==> config.mk <==
export PLATFORM = sky130hd
export DESIGN_NAME = result_display_scanner
export DESIGN_NICKNAME = d
export VERILOG_FILES = /design/src/rtl/result_display_pkg.sv /design/src/rtl/result_display_scanner_hex_to_seg7.sv /design/src/rtl/result_display_scanner.sv
export SDC_FILE = /design/constraint.sdc
export NUM_CORES = 1
export LEC_CHECK = 0
export ABC_AREA = 1
export CORE_MARGIN = 2
export CORE_UTILIZATION = 30
export CTS_CLUSTER_SIZE = 12
export DETAILED_ROUTE_END_ITERATION = 6
export SLEW_MARGIN = 40
export SYNTH_ARGS = -nofsm -noshare
export SYNTH_HDL_FRONTEND = slang
export SYNTH_SLANG_ARGS = --single-unit
==> constraint.sdc <==
create_clock -name clk -period 4.25 [get_ports clk]
set_input_delay 1.0625 -clock clk [delete_from_list [all_inputs] [get_ports clk]]
set_output_delay 1.0625 -clock clk [all_outputs]
set_load 0.01 [all_outputs]
==> src/rtl/result_display_pkg.sv <==
// result_display_pkg: shared constants and types for the result display scanner
package result_display_pkg;
  localparam int NUM_DIGITS = 4;
  localparam logic [6:0] SEG_BLANK = 7'h7F;
  localparam logic [15:0][6:0] SEG_TABLE = {
    7'h0E, 7'h06, 7'h21, 7'h46, 7'h03, 7'h08, 7'h10, 7'h00,
    7'h78, 7'h02, 7'h12, 7'h19, 7'h30, 7'h24, 7'h79, 7'h40
  };
  typedef logic [1:0] digit_idx_t;
endpackage

==> src/rtl/result_display_scanner_hex_to_seg7.sv <==
// hex_to_seg7: active-low nibble to seven-segment lookup with blanking
module hex_to_seg7
  import result_display_pkg::*;
(
  input  logic [3:0] nib,
  input  logic       blank,
  output logic [6:0] seg
);
  assign seg = blank ? SEG_BLANK : SEG_TABLE[nib];
endmodule

==> src/rtl/result_display_scanner.sv <==
// result_display_scanner: captures result on each button step and scans it onto a 4-digit display
module result_display_scanner
  import result_display_pkg::*;
#(
  parameter int REFRESH_DIV   = 100000,
  parameter int SYNC_STAGES   = 2,
  parameter int BLANK_LEADING = 1
) (
  input  logic                  clk,
  input  logic                  reset,
  input  logic                  CLK_BUTT,
  input  logic [15:0]           result,
  output logic [6:0]            seg,
  output logic                  dp,
  output logic [NUM_DIGITS-1:0] an
);
  localparam int CW = (REFRESH_DIV > 1) ? $clog2(REFRESH_DIV) : 1;
  logic [CW-1:0]          cnt;
  digit_idx_t             idx;
  logic [15:0]            disp_q;
  logic                   step_par;
  logic [SYNC_STAGES-1:0] sync_q;
  logic                   prev;
  logic                   rise;
  logic                   wrap;
  logic                   blank;
  logic                   off;
  logic [3:0]             nib;
  logic [6:0]             seg_d;
  assign rise  = sync_q[SYNC_STAGES-1] & ~prev;
  assign wrap  = cnt == CW'(REFRESH_DIV - 1);
  assign nib   = disp_q[{idx, 2'b00} +: 4];
  assign blank = (BLANK_LEADING != 0) && (idx != 2'd0) && ((disp_q >> {idx, 2'b00}) == 16'h0);
  assign off   = (cnt == '0) || blank;
  hex_to_seg7 u_dec (
    .nib  (nib),
    .blank(off),
    .seg  (seg_d)
  );
  // synchronise the step button and capture result once per rising edge
  always_ff @(posedge clk) begin
    if (reset) begin
      sync_q   <= '0;
      prev     <= 1'b0;
      disp_q   <= '0;
      step_par <= 1'b0;
    end else begin
      sync_q <= {sync_q[SYNC_STAGES-2:0], CLK_BUTT};
      prev   <= sync_q[SYNC_STAGES-1];
      if (rise) begin
        disp_q   <= result;
        step_par <= ~step_par;
      end
    end
  end
  // slot timer and digit index
  always_ff @(posedge clk) begin
    if (reset) begin
      cnt <= '0;
      idx <= '0;
    end else begin
      cnt <= wrap ? '0 : cnt + 1'b1;
      idx <= wrap ? idx + 2'd1 : idx;
    end
  end
  // registered drive; anodes dark in slot cycle 0 to avoid ghosting
  always_ff @(posedge clk) begin
    if (reset) begin
      an  <= '1;
      seg <= SEG_BLANK;
      dp  <= 1'b1;
    end else begin
      an  <= off ? '1 : ~(4'b0001 << idx);
      seg <= seg_d;
      dp  <= ~(!off && idx == 2'd0 && step_par);
    end
  end
endmodule

==> results of run 1 <==
-- cells by family (layout without fill, tap and decap cells) --
family,count (synthesis),in the layout
and+or+nand+nor,201,201
AOI/OAI and AO/OA,38,38
adders and majority gates,11,11
DFF,51,51
xor gates and xnor gates,5,5
buffers and inverters,49,79
-- per-layer routing --
metal  routed length, um  GRT usage, %  share of wire (%)  vias to the layer above
met3                 206          3.64                4.1                        6
met1                2550          16.3                 51                      942
li1                    -             -                  -                     1173
met4                  78          4.35                1.6                        0
met2                2170          18.1                 43                       36
met5                   0             0                  0                        -
-- flip-flops by register name (all words and copies together), names as in the netlist, 2 cells and up --
signal and count:
an 4, sync_q 2, disp_q 16, seg 7, idx 2, cnt 17
-- final cells by class --
| type | instances | share of cell area [%] |
|---|---|---|
| clock buffers | 7 | 2.58 |
| inverters | 41 | 5.21 |
| repair buffers | 30 | 10.2 |
| flip-flops and latches | 51 | 34.6 |
| multi-input cells | 255 | 42.8 |
| well taps | 105 | 4.45 |
| clock inverters | 1 | 0.169 |
-- final timing paths --
check,startpoint,slack [ns],endpoint
worst min-delay path,sync_q[0],0.41,sync_q[1]
worst max-delay path,reset,1.84,seg[2]
worst max register to register,idx[0],1.89,seg[2]
worst min register to register,sync_q[0],0.41,sync_q[1]
-- worst max-delay path: cells and delay by family --
family                 cells  cell delay, ns
AO/OA/AOI/OAI              1            0.28
AND/OR/NAND/NOR            2            0.32
buffers and inverters      2            0.91
-- cell usage in the layout, fill, tap and decap left out --
master            n
o21ai_0          21
clkbuf_1          2
a21oi_1          12
nor3_4            1
nand3_2           3
nand2_1          87
inv_2             4
or2_0             1
nand4_1           6
nor2_1           61
clkbuf_8          5
nand2_4           1
o211ai_1          1
nand2_2           5
inv_1            37
clkinv_2          1
ha_1             11
nor2_2            2
a21oi_4           1
clkdlybuf4s50_1  30
dfxtp_1          51
nor3_1            5
nor3_2            1
xor2_1            5
nand3_1          28
o21ai_1           2
o21ai_2           1
-- power by group through the flow --
stage | clock network [mW] | registers [mW] | logic (mW)
floorplan | 0 | 0.520 | 0.0612
global placement | 0 | 0.518 | 0.109
detailed placement | 0 | 0.519 | 0.110
CTS | 0.278 | 0.507 | 0.111
global route | 0.303 | 0.510 | 0.124
finish | 0.269 | 0.507 | 0.109
==> metrics.md, run 1 <==
| Metric | Value |
|---|---|
| Outcome | finished clean |
| First-pass GRT wire length | 8710 um |
| CTS tree | done |
| Synthesized area per cell | 7.00 sq um |
| Vias/cell | around 4.4 |
| Compound-gate portion of the synthesized area | between 8 and 9% |
| Largest family of logic cells by synthesized area | simple AND/OR/NAND/NOR gates |
| Mapped cell area | 0.00248 sq mm |
| Port-buffer cells | 30 |
| Routed WL | 5000 um |
| WHS Path Cells | 2 |
| Slew of the pin with the lowest slew margin | 0.684 ns |
| CTS Buf Count | 5 |
| Hold Violations, Final | 0 |
| Cell mode on critical path | nand2_1 |
| Area of the multi-input gates | about 0.0013 sq mm |
| Hold-fix buffer count after cts | 0 |
| Hold Slack | just over 0.4 ns |
| Sw frac | 24.9% |
| Ant. Diodes | 0 |
| Postcts setup bufs | 0 |
| Critical path class | in -> reg |
| Final period util | ~57% |
| Maximum vdd drop | approximately 0.00013 V |
| CP cell instances | clkdlybuf4s50_1, inv_1, nand2_1, a21oi_4, nand2_1 |
| Chip Width | 95.0 um |
| Worst reg-to-reg path cell count | 13 |
| Synth cell count leaders | 87 x nand2_1, 61 x nor2_1, 51 x dfxtp_1 |
| Area of the core | between 0.008 and 0.009 sq mm |
| Design internal power | 0.665 mW |
| Crit-path slowest cell | clkdlybuf4s50_1 |
| Die H | roughly 95 um |
| TNS Setup | 0 ns |
| Post-synth EDFFs | 0 |
| Initial DRC count | ~140 |
| Syn-to-layout area delta | 18.8% |
| Initial Util | 30.5% |
| Syn Nets | 385 |
| Headroom to the max-slew limit | 54.2% |
| Startpoint types | input port |
| Top cells by area, synth | dfxtp_1 41%, nand2_1 13%, nor2_1 9.2% |
| Die Area | 0.00903 sq mm |
| Reg area | roughly 0.001 sq mm |
| Most common cell in the netlist | nand2_1 |
| Hpwl dp | about 3800 um |
| Seq pwr share | between 50% and 60% |
| Flops & latches, synth | 51 |
| Dpl cell area | 0.00287 sq mm |
| Vias in the first global route | just under 2000 |
| Skew-Pair Late Insertion Delay | approximately 0.31 ns |
| Setup ws final | 1.84 ns |
| Post-synthesis sequential area ratio | 41.1% |
| Leakage | 1.23 nW |
| Pwr Total | 0.885 mW |
| Largest net degree at the start of global routing | 23 |
| Root buffer cell | clkbuf_8 |
| Mux cell area share after synthesis | 0% |
| Psw | 0.220 mW |
| Maximum fanout along the worst path | 21 |
| CTS clock-pin slew for the worst setup and hold paths | around 0.08 ns |
| Syn. warnings | 0 |
| Clock group share of total power | a little over 30% |
| Share of the synthesized area in the top cell type | 41.1% |
| Detailed Routing Iterations Pass 1 | 4 |
| CTS Sinks | 51 |
| CP peak stage delay | ~0.46 ns |
| Initial antenna violation count | 0 |
| Synth cell types | 27 |
| Worst Hold Class | reg -> reg |
| # DRC | 0 |
| Setup violators final | 0 |
| All-layer global routing usage | 12.1% |
| Cells after DPL | 482 |
| Pre-CTS setup slack | 1.54 ns |
| Post-synth ARST share | 0% |
| FP Rows | 33 |
| Share of cells above drive strength 1 | 6.49% |
| Unrepaired setup endpoints after global routing | false |
| Remaining Overflow, GRT | 0 |
| H-Tree Depth | 2 |
| Non-filler cells, final | 490 |
| Main flop type after synthesis | dfxtp_1 |
| I/O Pins | 31 |
| Maximum buffer depth of the clock tree | 2 |
| Max Clk Rate | 415 MHz |
| Critical path capture point type | flop |
| Cell taking the most area after synthesis | dfxtp_1 |
| Max Slew Vio Count | 0 |
| Global placer's final weighted congestion | 0.859 |
| Xor/xnor cell area share of the yosys netlist | 1.76% |
| Post-route ant nets | 0 |
| Post-route cell area | 0.00295 sq mm |
| Final nets | 414 |
| CTS resizes | 0 |
| Mapped Cells | between 300 and 400 |
| Synth Area in Simple Gates | about a third |
| Combinational group share of total power | 12.4% |
| Min Clock Period, post-route | 2.41 ns |
| Max cap viols | 0 |
| Via Count | 2157 |
| Worst clock skew | between 0.01 and 0.015 ns |
| Critical path data required time | 4.42 ns |
| Post-Synth Adder-Cell Area | 5.54% |
| Layout filler cell count | 851 |
| Fin util | 36.3% |
| WL/cell | a little over 10 um |
| CP Data Arrival Time | 2.58 ns |
| Power per cell area | 300 mW/mm^2 |
Power figures use the tool's default switching activity.
==> run 2: changes to the inputs <==
==> constraint.sdc (replaced) <==
create_clock -name clk -period 2.1 [get_ports clk]
set_input_delay 0.525 -clock clk [delete_from_list [all_inputs] [get_ports clk]]
set_output_delay 0.525 -clock clk [all_outputs]
set_load 0.01 [all_outputs]
==> metrics.md, run 2 (synthesis gave the netlist of run 1 again) <==
| Metric | Value |
|---|---|
| Slew of the pin with the lowest slew margin | 0.581 ns (-0.103 ns) |
| Reg area | 0.00102 sq mm (+0.37%) |
| Most common cell after layout, fill and taps aside | nand2_1 |
| Via Count | 2212 (+2.5%) |
| Initial antenna violation count | 0 (unchanged) |
| Critical path capture point type | flop |
| Pre-CTS setup slack | 0.124 ns (-1.41 ns) |
| Syn-to-layout area delta | 21.9% |
| Maximum buffer depth of the clock tree | 2 (unchanged) |
| CP Data Arrival Time | 2.13 ns (-0.45 ns) |
| Final period util | between 80% and 90% |
| Worst Hold Class | reg -> reg |
| Unrepaired setup endpoints after global routing | false |
| Crit-path slowest cell | dfxtp_4 |
| First-pass GRT wire length | 9180 um (+5.4%) |
| Worst clock skew | 0.0106 ns (-0.00437 ns) |
| WL/cell | 10.8 um (+6.1%) |
| Largest reg by FF count | cnt |
| Setup violators final | 0 (unchanged) |
| CTS Sinks | 51 (unchanged) |
| Global placer's final weighted congestion | 0.839 (-2.3%) |
| CTS clock-pin slew for the worst setup and hold paths | 0.09 ns (about the same) |
| Hpwl dp | 4080 um (+8.0%) |
| Final nets | 422 (+1.9%) |
| TNS Setup | 0 ns (unchanged) |
| Die H | 95.0 um (unchanged) |
| Share of cells above drive strength 1 | 9.67% (+3.2 points) |
| Psw | 0.473 mW (+110%) |
| CTS Buf Count | 5 (unchanged) |
| Initial DRC count | 90 (-38%) |
| Vias in the first global route | 2086 (+6.4%) |
| Detailed Routing Iterations Pass 1 | 4 (unchanged) |
| Skew-Pair Late Insertion Delay | 0.31 ns (about the same) |
| CTS tree | done |
| Design internal power | 1.35 mW (+100%) |
| Hold Violations, Final | 0 (unchanged) |
| Vias/cell | 4.44 (+0.90%) |
| I/O Pins | 31 (unchanged) |
| # DRC | 0 (unchanged) |
| Layout filler cell count | 852 (+0.12%) |
| Max FFs per register | 17 (unchanged) |
| Maximum fanout along the worst path | 10 (-52%) |
| Post-route ant nets | 0 (unchanged) |
| Commonest cells after routing, fill and taps aside | 87 x nand2_1, 60 x nor2_1, 50 x dfxtp_1 |
| Initial Util | 30.5% (unchanged) |
| Seq pwr share | 56.2% (-1.1 points) |
| FP Rows | 33 (unchanged) |
| Startpoint types | flop |
| Routed WL | 5390 um (+7.8%) |
| Headroom to the max-slew limit | 61.2% (+7.0 points) |
| Maximum vdd drop | 0.000272 V (+110%) |
| Hold Slack | 0.406 ns (-0.000171 ns) |
| Leakage | 1.27 nW (+3.3%) |
| CP cell instances | buf_4, o211ai_1, nand2_1, inv_1, ha_1, inv_1, nor2_1, nand3_1, nor3_2, a21oi_4, nand2_1 |
| Max Slew Vio Count | 0 (unchanged) |
| Chip Width | 95.0 um (unchanged) |
| Setup ws final | 0.215 ns (-1.63 ns) |
| Combinational group share of total power | 12.8% (+0.4 points) |
| Sw frac | 25.9% (+1.1 points) |
| Top flop regs | cnt: 17 flops, disp_q: 16 flops, seg: 7 flops |
| Power per cell area | 602 mW/mm^2 (+100%) |
| Min Clock Period, post-route | 1.89 ns |
| Root buffer cell | clkbuf_8 |
| Ant. Diodes | 0 (unchanged) |
| Remaining Overflow, GRT | 0 (unchanged) |
| Max Clk Rate | about 530 MHz |
| Clock group share of total power | 31.0% (+0.6 points) |
| Max cap viols | 0 (unchanged) |
| Outcome | finished clean |
| Critical path data required time | 2.35 ns (-2.07 ns) |
| Area of the multi-input gates | 0.00127 sq mm (+0.20%) |
| CP peak stage delay | 0.39 ns (-0.07 ns) |
| Die Area | 0.00903 sq mm (unchanged) |
| Port-buffer cells | 30 (unchanged) |
| Critical path class | reg -> reg |
| All-layer global routing usage | 12.7% (+0.63 points) |
| Largest net degree at the start of global routing | 23 (unchanged) |
| Hold-fix buffer count after cts | 0 (unchanged) |
| Area of the core | 0.00813 sq mm (unchanged) |
| H-Tree Depth | 2 (unchanged) |
-- run 2: final cells by class --
class / count / share of cell area [%]
Multi-Input combinational cell: 255 / 41.8
Sequential cell: 51 / 33.8
Timing Repair Buffer: 37 / 11.6
Inverter: 41 / 5.20
Tap cell: 105 / 4.34
Clock buffer: 5 / 2.27
Clock inverter: 3 / 0.620
Timing Repair inverter: 1 / 0.248
-- run 2: power groups by stage --
stage	clock network [mW]	registers (mW)	logic, mW
after floorplan	0	1.05	0.124
after global placement	0	1.05	0.228
after detailed placement	0	1.05	0.232
after CTS	0.593	1.03	0.233
after global routing	0.631	1.03	0.264
final	0.565	1.03	0.233
-- run 2: metrics by stage --
stage	util, %	total power, mW	cell area (sq um)	instances
finish	37.2	1.82	3030	498
global route	37.2	1.93	3030	498
CTS	37.0	1.85	3010	497
detailed placement	35.9	1.28	2920	489
global placement	35.9	1.28	2920	489
floorplan	-	1.18	2480	355
-- run 2: path summary, 6_finish.rpt --
check | start | to | slack (ns) | cells past startpoint
min reg2reg | sync_q[0] | sync_q[1] | 0.41 | 2
max reg2reg | idx[0] | an[3] | 0.21 | 11
max | idx[0] | an[3] | 0.21 | 11
min | sync_q[0] | sync_q[1] | 0.41 | 2
-- run 2: what timing repair did --
action                                  4_1_cts  5_1_grt
setup buffers                                 0        0
endpoints found under the setup margin        0       11
gates resized for setup                       0        5
-- run 2: routing by layer --
layer / routed length [um] / GRT usage (%) / up-vias
met5: 0 / 0 / -
met4: 73 / 4.83 / 0
met3: 212 / 3.00 / 5
met2: 2420 / 19.9 / 43
met1: 2690 / 16.9 / 974
li1: - / - / 1190
-- run 2: worst max-delay path: cells and delay by family, from the launching register on --
family / cells / cell delay [ns]
adders and majority gates: 1 / 0.19
DFF: 1 / 0.39
AOI/OAI and AO/OA: 2 / 0.35
buffers and inverters: 3 / 0.34
and+or+nand+nor: 5 / 0.57
==> run 3: changes to the inputs <==
--- a/config.mk
+++ b/config.mk
@@ -7,9 +7,10 @@
 export LEC_CHECK = 0
 export ABC_AREA = 1
 export CORE_MARGIN = 2
-export CORE_UTILIZATION = 30
+export CORE_UTILIZATION = 55
 export CTS_CLUSTER_SIZE = 12
 export DETAILED_ROUTE_END_ITERATION = 6
+export PLACE_DENSITY = 0.79
 export SLEW_MARGIN = 40
 export SYNTH_ARGS = -nofsm -noshare
 export SYNTH_HDL_FRONTEND = slang
==> constraint.sdc (replaced) <==
create_clock -name clk -period 2.2 [get_ports clk]
set_input_delay 0.55 -clock clk [delete_from_list [all_inputs] [get_ports clk]]
set_output_delay 0.55 -clock clk [all_outputs]
set_load 0.01 [all_outputs]
==> metrics.md, run 3 (synthesis gave the netlist of run 1 again) <==
| Metric | Value |
|---|---|
| Initial Util | 57.1% (+27 points) |
| CP Data Arrival Time | 2.18 ns (+0.05 ns) |
| GR Util met2 | 32.2% (+12 points) |
| CTS Buf Count | 5 (unchanged) |
| Post-route ant nets | 0 (unchanged) |
| Ant. Diodes | 0 (unchanged) |
| H-Tree Depth | 2 (unchanged) |
| Hold-fix buffer count after cts | 0 (unchanged) |
| Crit-path slowest cell | dfxtp_2 |
| All-layer global routing usage | 20.8% (+8.1 points) |
| Global placer's final weighted congestion | 0.915 (+9.0%) |
| Clock group share of total power | 33.1% (+2.1 points) |
| Port-buffer cells | 30 (unchanged) |
| Commonest cells after routing, fill and taps aside | 87 x nand2_1, 61 x nor2_1, 50 x dfxtp_1 |
| Dpl cell area | 0.00283 sq mm (-3.3%) |
| Sw frac | 24.3% (-1.7 points) |
| CTS Sinks | 51 (unchanged) |
| # DRC | 0 (unchanged) |
| Pwr Total | 1.78 mW (-2.3%) |
| CP cell instances | inv_2, nand2_1, nand2_1, nand2_1, nand2_1, inv_1, ha_1, inv_1, nor2_1, nand3_1, nor3_2, a21oi_4, nand2_1 |
| CTS clock-pin slew for the worst setup and hold paths | 0.08 ns (about the same) |
| Remaining Overflow, GRT | 0 (unchanged) |
| Hold Crit Start | sync_q[0] |
| Initial DRC count | 118 (+31%) |
| Die Area | 0.00507 sq mm (-44%) |
| Cell mode on critical path | nand2_1 |
| Worst r2r dst | seg[6] |
| Max Slew Vio Count | 0 (unchanged) |
| CP peak stage delay | 0.47 ns (+0.08 ns) |
| First-pass GRT wire length | 8490 um (-7.6%) |
| Critical path data required time | 2.45 ns (+0.10 ns) |
| Worst Hold Path EP | sync_q[1] |
| Critical path capture point type | flop |
| I/O Pins | 31 (unchanged) |
| Setup violators final | 0 (unchanged) |
| R2R Setup Slk | 0.27 ns (+0.05 ns) |
| GR met1 Demand/Resource | 28.2% (+11 points) |
| Initial antenna violation count | 0 (unchanged) |
| Worst reg-to-reg path cell count | 13 (+2) |
| Hold Violations, Final | 0 (unchanged) |
| Worst Hold Class | reg -> reg |
| WL/cell | 11.0 um (+1.5%) |
| FP Rows | 24 (-27%) |
| Met3 GRT Util | 5.06% (+2.1 points) |
| Critical path class | reg -> reg |
| Seq pwr share | 55.1% (-1.1 points) |
| Fin util | 67.3% (+30 points) |
| Combinational group share of total power | 11.9% (-0.9 points) |
| Syn-to-layout area delta | 17.9% |
| Design internal power | 1.35 mW (about the same) |
| Post-route cell area | 0.00293 sq mm (-3.3%) |
| Startpoint types | flop |
| Max cap viols | 0 (unchanged) |
| Most common cell after layout, fill and taps aside | nand2_1 |
| Die H | 71.2 um (-25%) |
| Top flop regs | cnt: 17 flops, disp_q: 16 flops, seg: 7 flops |
| Max Clk Rate | 518 MHz (-2.4%) |
| Leakage | 1.26 nW (-1.3%) |
| Unrepaired setup endpoints after global routing | false |
| Detailed Routing Iterations Pass 1 | 7 (+3) |
| Max FFs per register | 17 (unchanged) |
| Vias in the first global route | 1992 (-4.5%) |
| Maximum fanout along the worst path | 13 (+3) |
| Via Count | 2200 (-0.54%) |
| Hpwl dp | 3620 um (-11%) |
| Slew of the pin with the lowest slew margin | 0.687 ns (+0.106 ns) |
| Final nets | 417 (-1.2%) |
| CTS tree | done |
| Min Clock Period, post-route | 1.93 ns (+0.0458 ns) |
| Chip Width | 71.2 um (-25%) |
| Area of the core | 0.00435 sq mm (-46%) |
| Vias/cell | 5.00 (+13%) |
| Worst clock skew | 0.00945 ns (-0.00114 ns) |
| Routed WL | 4840 um (-10%) |
| TNS Setup | 0 ns (unchanged) |
| Worst flop-to-flop path startpoint | idx[0] |
| Largest net degree at the start of global routing | 23 (unchanged) |
| Skew-Pair Late Insertion Delay | 0.31 ns (about the same) |
| Final period util | 87.8% (-2.0 points) |
| Psw | 0.432 mW (-8.5%) |
| Outcome | finished clean |
| Maximum vdd drop | 0.000363 V (+33%) |
| Busiest grt layer | met2 |
| WHS Path Cells | 2 (unchanged) |
| Share of cells above drive strength 1 | 7.73% (-1.9 points) |
| Largest reg by FF count | cnt |
| Headroom to the max-slew limit | 54.0% (-7.2 points) |
| Root buffer cell | clkbuf_8 |
| Maximum buffer depth of the clock tree | 2 (unchanged) |
| Power per cell area | 608 mW/mm^2 (+1.1%) |
-- run 3: stage by stage --
| stage | instances | setup WS [ns] | hold WS (ns) |
|---|---|---|---|
| global placement | 432 | 0.209 | 0.392 |
| detailed placement | 432 | 0.109 | 0.398 |
| finish | 440 | 0.269 | 0.409 |
| CTS | 440 | 0.0918 | 0.413 |
| floorplan | 355 | 0.438 | 0.381 |
| global route | 440 | 0.0340 | 0.427 |
-- run 3: routing by layer --
layer | up-vias | wire, um
li1 | 1182 | -
met1 | 954 | 2500
met3 | 9 | 222
met5 | - | 0
met2 | 55 | 2030
met4 | 0 | 87
-- run 3: area by class of cell --
| type | count | area, sq um |
|---|---|---|
| Clock buffer | 8 | 100 |
| Fill cell | 402 | 1430 |
| Inverter | 41 | 154 |
| Multi-Input combinational cell | 255 | 1260 |
| Sequential cell | 51 | 1020 |
| Tap cell | 52 | 65.1 |
| Timing Repair Buffer | 33 | 323 |
-- run 3: power groups by stage --
stage | logic, mW | registers, mW | clock network, mW
4_1_cts | 0.212 | 0.981 | 0.598
5_1_grt | 0.242 | 0.985 | 0.629
2_1_floorplan | 0.118 | 1.01 | 0
6_report | 0.211 | 0.981 | 0.590
3_5_place_dp | 0.211 | 1.00 | 0
3_3_place_gp | 0.208 | 1.00 | 0
-- run 3: what timing repair did --
action,in CTS,in global routing
buffers inserted,0,0
endpoints found under the setup margin,0,10
resized for setup,0,1
-- run 3: worst max path at each step --
stage | cells after the start | start | endpoint
after floorplan | 14 | idx[0] | an[1]
after global placement | 13 | idx[0] | seg[4]
after detailed placement | 13 | idx[0] | seg[6]
after CTS | 13 | idx[0] | seg[6]
after global routing | 13 | idx[0] | seg[6]
final | 13 | idx[0] | seg[6]
-- run 3: critical path: cells and delay by family (launching register included) --
family,cells,cell delay [ns]
compound gates,1,0.13
simple gates,8,0.80
flops,1,0.47
buf+inv,3,0.30
fa+ha+maj,1,0.17
